$ cat src/rtl/adc_dac_bridge.sv
// N-channel ADC-to-DAC sample bridge: format select, saturating gain, test sources,
// output freeze and sticky overflow, in a fixed 3-cycle-latency pipeline.
`timescale 1ns/1ps
module adc_dac_bridge #(
  parameter int NCH       = 2,
  parameter int ADC_W     = 12,
  parameter int DAC_W     = 14,
  parameter int RAMP_STEP = 4
) (
  input  logic                   sys_clk,
  input  logic                   rst_n,
  input  logic [NCH*ADC_W-1:0]   adc_data,
  input  logic                   adc_valid,
  input  logic                   fmt_signed,
  input  logic [1:0]             mode,
  input  logic [1:0]             shift,
  input  logic [DAC_W-1:0]       const_val,
  input  logic                   freeze,
  input  logic                   clr_ovf,
  output logic [NCH*DAC_W-1:0]   dac_data,
  output logic                   dac_valid,
  output logic [NCH-1:0]         ovf,
  output logic [NCH*ADC_W-1:0]   debug_adc
);

  localparam int GW = DAC_W + 3;
  localparam logic [DAC_W-1:0] MID     = DAC_W'(1) << (DAC_W - 1);
  localparam logic [DAC_W-1:0] STEP    = DAC_W'(RAMP_STEP);
  localparam logic [ADC_W-1:0] ADC_MSB = ADC_W'(1) << (ADC_W - 1);

  // Handshake: valid-only, no backpressure. A sample is taken on every edge with
  // adc_valid=1; dac_valid pulses for one cycle per emitted sample, 3 edges later.

  logic             v1, fmt1;
  logic [1:0]       mode1, shift1;
  logic [DAC_W-1:0] const1, ramp1, ramp_cnt;

  always_ff @(posedge sys_clk or negedge rst_n) begin
    if (!rst_n) begin
      v1        <= 1'b0;
      fmt1      <= 1'b0;
      mode1     <= 2'd0;
      shift1    <= 2'd0;
      const1    <= '0;
      ramp1     <= '0;
      ramp_cnt  <= '0;
      debug_adc <= '0;
    end else begin
      v1 <= adc_valid;
      if (adc_valid) begin
        debug_adc <= adc_data;
        fmt1      <= fmt_signed;
        mode1     <= mode;
        shift1    <= shift;
        const1    <= const_val;
        ramp1     <= ramp_cnt;
        if (mode == 2'd1) ramp_cnt <= ramp_cnt + STEP;
      end
    end
  end

  logic             v2;
  logic [1:0]       mode2, shift2;
  logic [DAC_W-1:0] const2, ramp2;
  logic [DAC_W-1:0] a2_n [NCH];
  logic [DAC_W-1:0] a2   [NCH];

  // Offset binary becomes two's complement by flipping the MSB, then left-align.
  always_comb begin
    for (int k = 0; k < NCH; k++) begin
      a2_n[k] = DAC_W'(debug_adc[k*ADC_W +: ADC_W] ^ (fmt1 ? '0 : ADC_MSB)) << (DAC_W - ADC_W);
    end
  end

  always_ff @(posedge sys_clk or negedge rst_n) begin
    if (!rst_n) begin
      v2     <= 1'b0;
      mode2  <= 2'd0;
      shift2 <= 2'd0;
      const2 <= '0;
      ramp2  <= '0;
      for (int k = 0; k < NCH; k++) a2[k] <= '0;
    end else begin
      v2     <= v1;
      mode2  <= mode1;
      shift2 <= shift1;
      const2 <= const1;
      ramp2  <= ramp1;
      for (int k = 0; k < NCH; k++) a2[k] <= a2_n[k];
    end
  end

  logic [GW-1:0]    g3   [NCH];
  logic [DAC_W-1:0] r3_n [NCH];
  logic [DAC_W-1:0] r3   [NCH];
  logic [NCH-1:0]   sat3_n, sat3;
  logic             v3;

  // The gained value fits only if all bits from the DAC sign bit upward agree.
  always_comb begin
    sat3_n = '0;
    for (int k = 0; k < NCH; k++) begin
      g3[k]   = {{3{a2[k][DAC_W-1]}}, a2[k]} << shift2;
      r3_n[k] = {~g3[k][DAC_W-1], g3[k][DAC_W-2:0]};
      if (!(&g3[k][GW-1:DAC_W-1]) && (|g3[k][GW-1:DAC_W-1])) begin
        sat3_n[k] = 1'b1;
        r3_n[k]   = g3[k][GW-1] ? '0 : '1;
      end
      case (mode2)
        2'd1:    begin r3_n[k] = ramp2;  sat3_n[k] = 1'b0; end
        2'd2:    begin r3_n[k] = const2; sat3_n[k] = 1'b0; end
        2'd3:    begin r3_n[k] = MID;    sat3_n[k] = 1'b0; end
        default: ;
      endcase
    end
  end

  always_ff @(posedge sys_clk or negedge rst_n) begin
    if (!rst_n) begin
      v3   <= 1'b0;
      sat3 <= '0;
      for (int k = 0; k < NCH; k++) r3[k] <= '0;
    end else begin
      v3   <= v2;
      sat3 <= sat3_n;
      for (int k = 0; k < NCH; k++) r3[k] <= r3_n[k];
    end
  end

  // Saturation is recorded even while frozen; a set in the same cycle beats clear.
  always_ff @(posedge sys_clk or negedge rst_n) begin
    if (!rst_n) begin
      dac_valid <= 1'b0;
      ovf       <= '0;
      dac_data  <= {NCH{MID}};
    end else begin
      dac_valid <= v3 & ~freeze;
      ovf       <= (clr_ovf ? '0 : ovf) | (v3 ? sat3 : '0);
      if (v3 && !freeze) begin
        for (int k = 0; k < NCH; k++) dac_data[k*DAC_W +: DAC_W] <= r3[k];
      end
    end
  end

endmodule
$ cat config.mk
export PLATFORM = sky130hd
export DESIGN_NAME = adc_dac_bridge
export DESIGN_NICKNAME = d
export VERILOG_FILES = /design/src/rtl/adc_dac_bridge.sv
export SDC_FILE = /design/constraint.sdc
export NUM_CORES = 1
export LEC_CHECK = 0
export CORE_ASPECT_RATIO = 0.7
export CORE_MARGIN = 5
export CORE_UTILIZATION = 55
export CTS_CLUSTER_SIZE = 28
export DETAILED_ROUTE_END_ITERATION = 10
export PLACE_DENSITY = 0.78
export SLEW_MARGIN = 20
export SYNTH_ARGS = -nofsm -noshare
export SYNTH_HDL_FRONTEND = slang
export SYNTH_SLANG_ARGS = --single-unit
$ cat constraint.sdc
create_clock -name sys_clk -period 2.8 [get_ports sys_clk]
set_input_delay 0.56 -clock sys_clk [delete_from_list [all_inputs] [get_ports sys_clk]]
set_output_delay 0.56 -clock sys_clk [all_outputs]
set_load 0.01 [all_outputs]
==> summary.txt <==
STA
  • Fin crit period: 2110 ps
  • Hold Fails Final Rpt: 0
  • Pin slew with the least headroom to its limit: 873 ps
  • Setup_tns: 0 ps
  • Tcrit/Tclk final: 75.3%
  • Pins over their slew limit: 0
  • RSZ-0062 raised after global routing: no
  • Slew HR: 41.7%
  • Layout Skew: 9.73 ps
  • Max Fclk: 0.474 GHz
  • Setup violations, final: 0

Synth
  • Number of synthesized flops with an enable pin: 0
  • #FFs+latches synth: 185
  • Leading area contributor after synthesis: dfrtp_1
  • Syn Area/Cell: 14.6 um2
  • Post-Syn Instances: 484
  • Prevailing post-synth register cell: dfrtp_1
  • Ys async rst share: 100%
  • Top cell type's share of synthesized area: 64.6%
  • Number of library cell types mapped by synthesis: 46
  • Cell area after synthesis: 7090 um2
  • Top post-synthesis cells by area: dfrtp_1 65%, mux2_2 14%, buf_4 2.5%, nand3_1 1.6%, mux4_2 1.6%
  • Register area share after synthesis: 65.3%
  • Syn nets: 533
  • Synthesis Warnings: 0

Cells and area
  • Layout cells sized above 1: 25.7%
  • Final #Nets: 620
  • Most common cell after layout, fill and taps aside: dfrtp_1
  • Commonest non-fill, non-tap cells in the layout: 183 x dfrtp_1, 100 x clkdlybuf4s50_1, 89 x mux2_2
  • Fill cell count: 818
  • P&R area growth vs syn: 22.7%
  • Antenna fix cells: 0

Placed design
  • Gpl congestion: 0.831
  • Post-DP HPWL: 10100 um
  • PortBufs: 102

Pwr
  • Pwr Total: 7.06 mW
  • P_leak: 3.86 nW
  • Power Density: 812 nW/um2
  • VDD IR-drop max: 449 uV

CTS
  • CTS Sinks: 185
  • Hold-fix buffers, CTS: 0
  • H-tree depth: 4
  • Worst-path clk slew: 70 ps
  • Worst skew pair latency: 420 ps
  • CTS tree: yes
  • Longest Clk Path Bufs: 2
  • CTS Root Cell: clkbuf_16
  • CTS resizes: 0
  • Setup bufs post-CTS: 0
  • TritonCTS Buffers: 17

Worst setup path
  • Slowest CP cell: dfrtp_1
  • CP Data Arrival Time: 2410 ps
  • Critical Path Sink Type: register
  • Critical-path maximum fanout: 16
  • Worst-path cell chain: nand2b_1 > a21oi_1 > o21ai_2 > nand2_1 > o2111ai_1
  • Buf+Inv Stages, Crit Path: 0
  • Critical path launch point type: register
  • Top Family by Delay on Critical Path: compound AO/OA/AOI/OAI gates
  • Crit Path Category: register to register
  • Worst endpoint required time: 3110 ps
  • Crit-path max cell delay: 610 ps

Outcome
  • Status: completed

Routing
  • WL final: 14500 um
  • Iteration-0 DRC Markers: 286
  • Avg WL per Cell: 19.4 um
  • DRC Markers: 0
  • Vias per cell: 5.46
  • Final antenna-violating net count: 0
  • DR vias: 4075
  • DR pass1 iterations: 5

Floorplan
  • Top-level I/O count: 103
  • FP Rows: 34
  • Initial Util: 56.7%
  • Height of the die: 105 um
  • Die Wd: 146 um
  • CORE AREA: 12500 um2
  • Die area: 15300 um2

Global routing
  • Grt ovf: 0
  • Total Routing Usage GR: 20.2%
  • Vias in the first global route: 4372
  • Largest net degree at the start of global routing: 79
  • Antenna violations before repair: 0
  • First-pass GRT wire length: 24500 um

Min path
  • Hold Path Class: input port to async pin

Flow run
  • Max-Cap Viols: 0
==> layer usage <==
metal,up-vias,GRT usage (%),wire length (um)
li1,1849,-,-
met1,2075,29.5,6930
met2,139,30.2,6500
met3,12,6.19,950
met4,0,4.06,108
met5,-,0,0
==> cell type report <==
class	count	area, um2	area share, %
clock buffers	20	457	5.25
clock inverters	12	164	1.88
inverters	4	15.0	0.173
multi-input cells	251	2140	24.6
flip-flops and latches	185	4630	53.3
well taps	162	203	2.33
repair buffers	112	1090	12.6
==> flip-flops by register name, indices dropped and copies added (netlist names), 2 cells and up <==
| signal | count |
|---|---|
| dac_data | 28 |
| r3 | 28 |
| a2 | 24 |
| debug_adc | 24 |
| const1 | 14 |
| const2 | 14 |
| ramp1 | 12 |
| ramp2 | 12 |
| ramp_cnt | 12 |
| mode1 | 2 |
| mode2 | 2 |
| ovf | 2 |
| sat3 | 2 |
| shift1 | 2 |
| shift2 | 2 |
==> cell usage after synthesis, types with 2 or more instances <==
library cell  number
dfrtp_1          183
mux2_2            89
buf_4             24
nand2_1           24
nand3_1           23
nor2_1            13
buf_2             12
a22oi_1           11
mux2i_1           10
xnor2_1            9
a21oi_1            7
nand2b_1           6
nor3_1             6
buf_6              5
mux4_2             5
nor2b_1            5
o2111ai_1          5
o21ai_0            5
xor2_1             4
clkbuf_1           3
inv_1              3
o211ai_1           3
and2_1             2
and4_1             2
dfstp_2            2
o2111ai_2          2
o311ai_1           2
==> final timing paths <==
kind / startpoint / slack, ps / cells past startpoint / to
worst max register to register: shift2[0] / 690 / 5 / r3[6]
worst min register to register: v1 / 360 / 0 / v2
worst max-delay path: shift2[0] / 690 / 5 / r3[6]
min in group sys_clk: v1 / 360 / 0 / v2
max in group asynchronous: rst_n / 1850 / 2 / r3[24]
worst min-delay path: rst_n / 140 / 1 / ramp_cnt[3]
==> worst reg2reg max path, delay by kind of cell, from the launching register on <==
kind	cells	cell delay, ps
and+or+nand+nor	2	470
AOI/OAI and AO/OA	3	920
DFF	1	610
==> through the flow <==
stage                     instance area [um2]  hold WS, ps  utilization (%)  instances  setup slack, ps
final                                    8700          142             69.5        746              692
after global routing                     8700          224             69.5        746              515
after CTS                                8700          183             69.5        746              714
after detailed placement                 8080          339             64.6        714              660
after global placement                   8080          334             64.6        714              696
after floorplan                          7090          264                -        484             1170
==> report_power, final <==
group,total [mW],switching (mW),internal (mW)
clock,2.48,1.01,1.47
sequential,3.42,0.306,3.12
combinational,1.16,0.497,0.661
total,7.06,1.82,5.24
==> kinds of logic after synthesis <==
| group | share of synthesized area (%) |
|---|---|
| mux | 17.1 |
| flops | 65.3 |
| buf+inv | 4.55 |
| compound gates | 4.78 |
| xor+xnor | 1.61 |
| simple gates | 6.39 |
| fa+ha+maj | 0.176 |
Power figures use the tool's default switching activity.
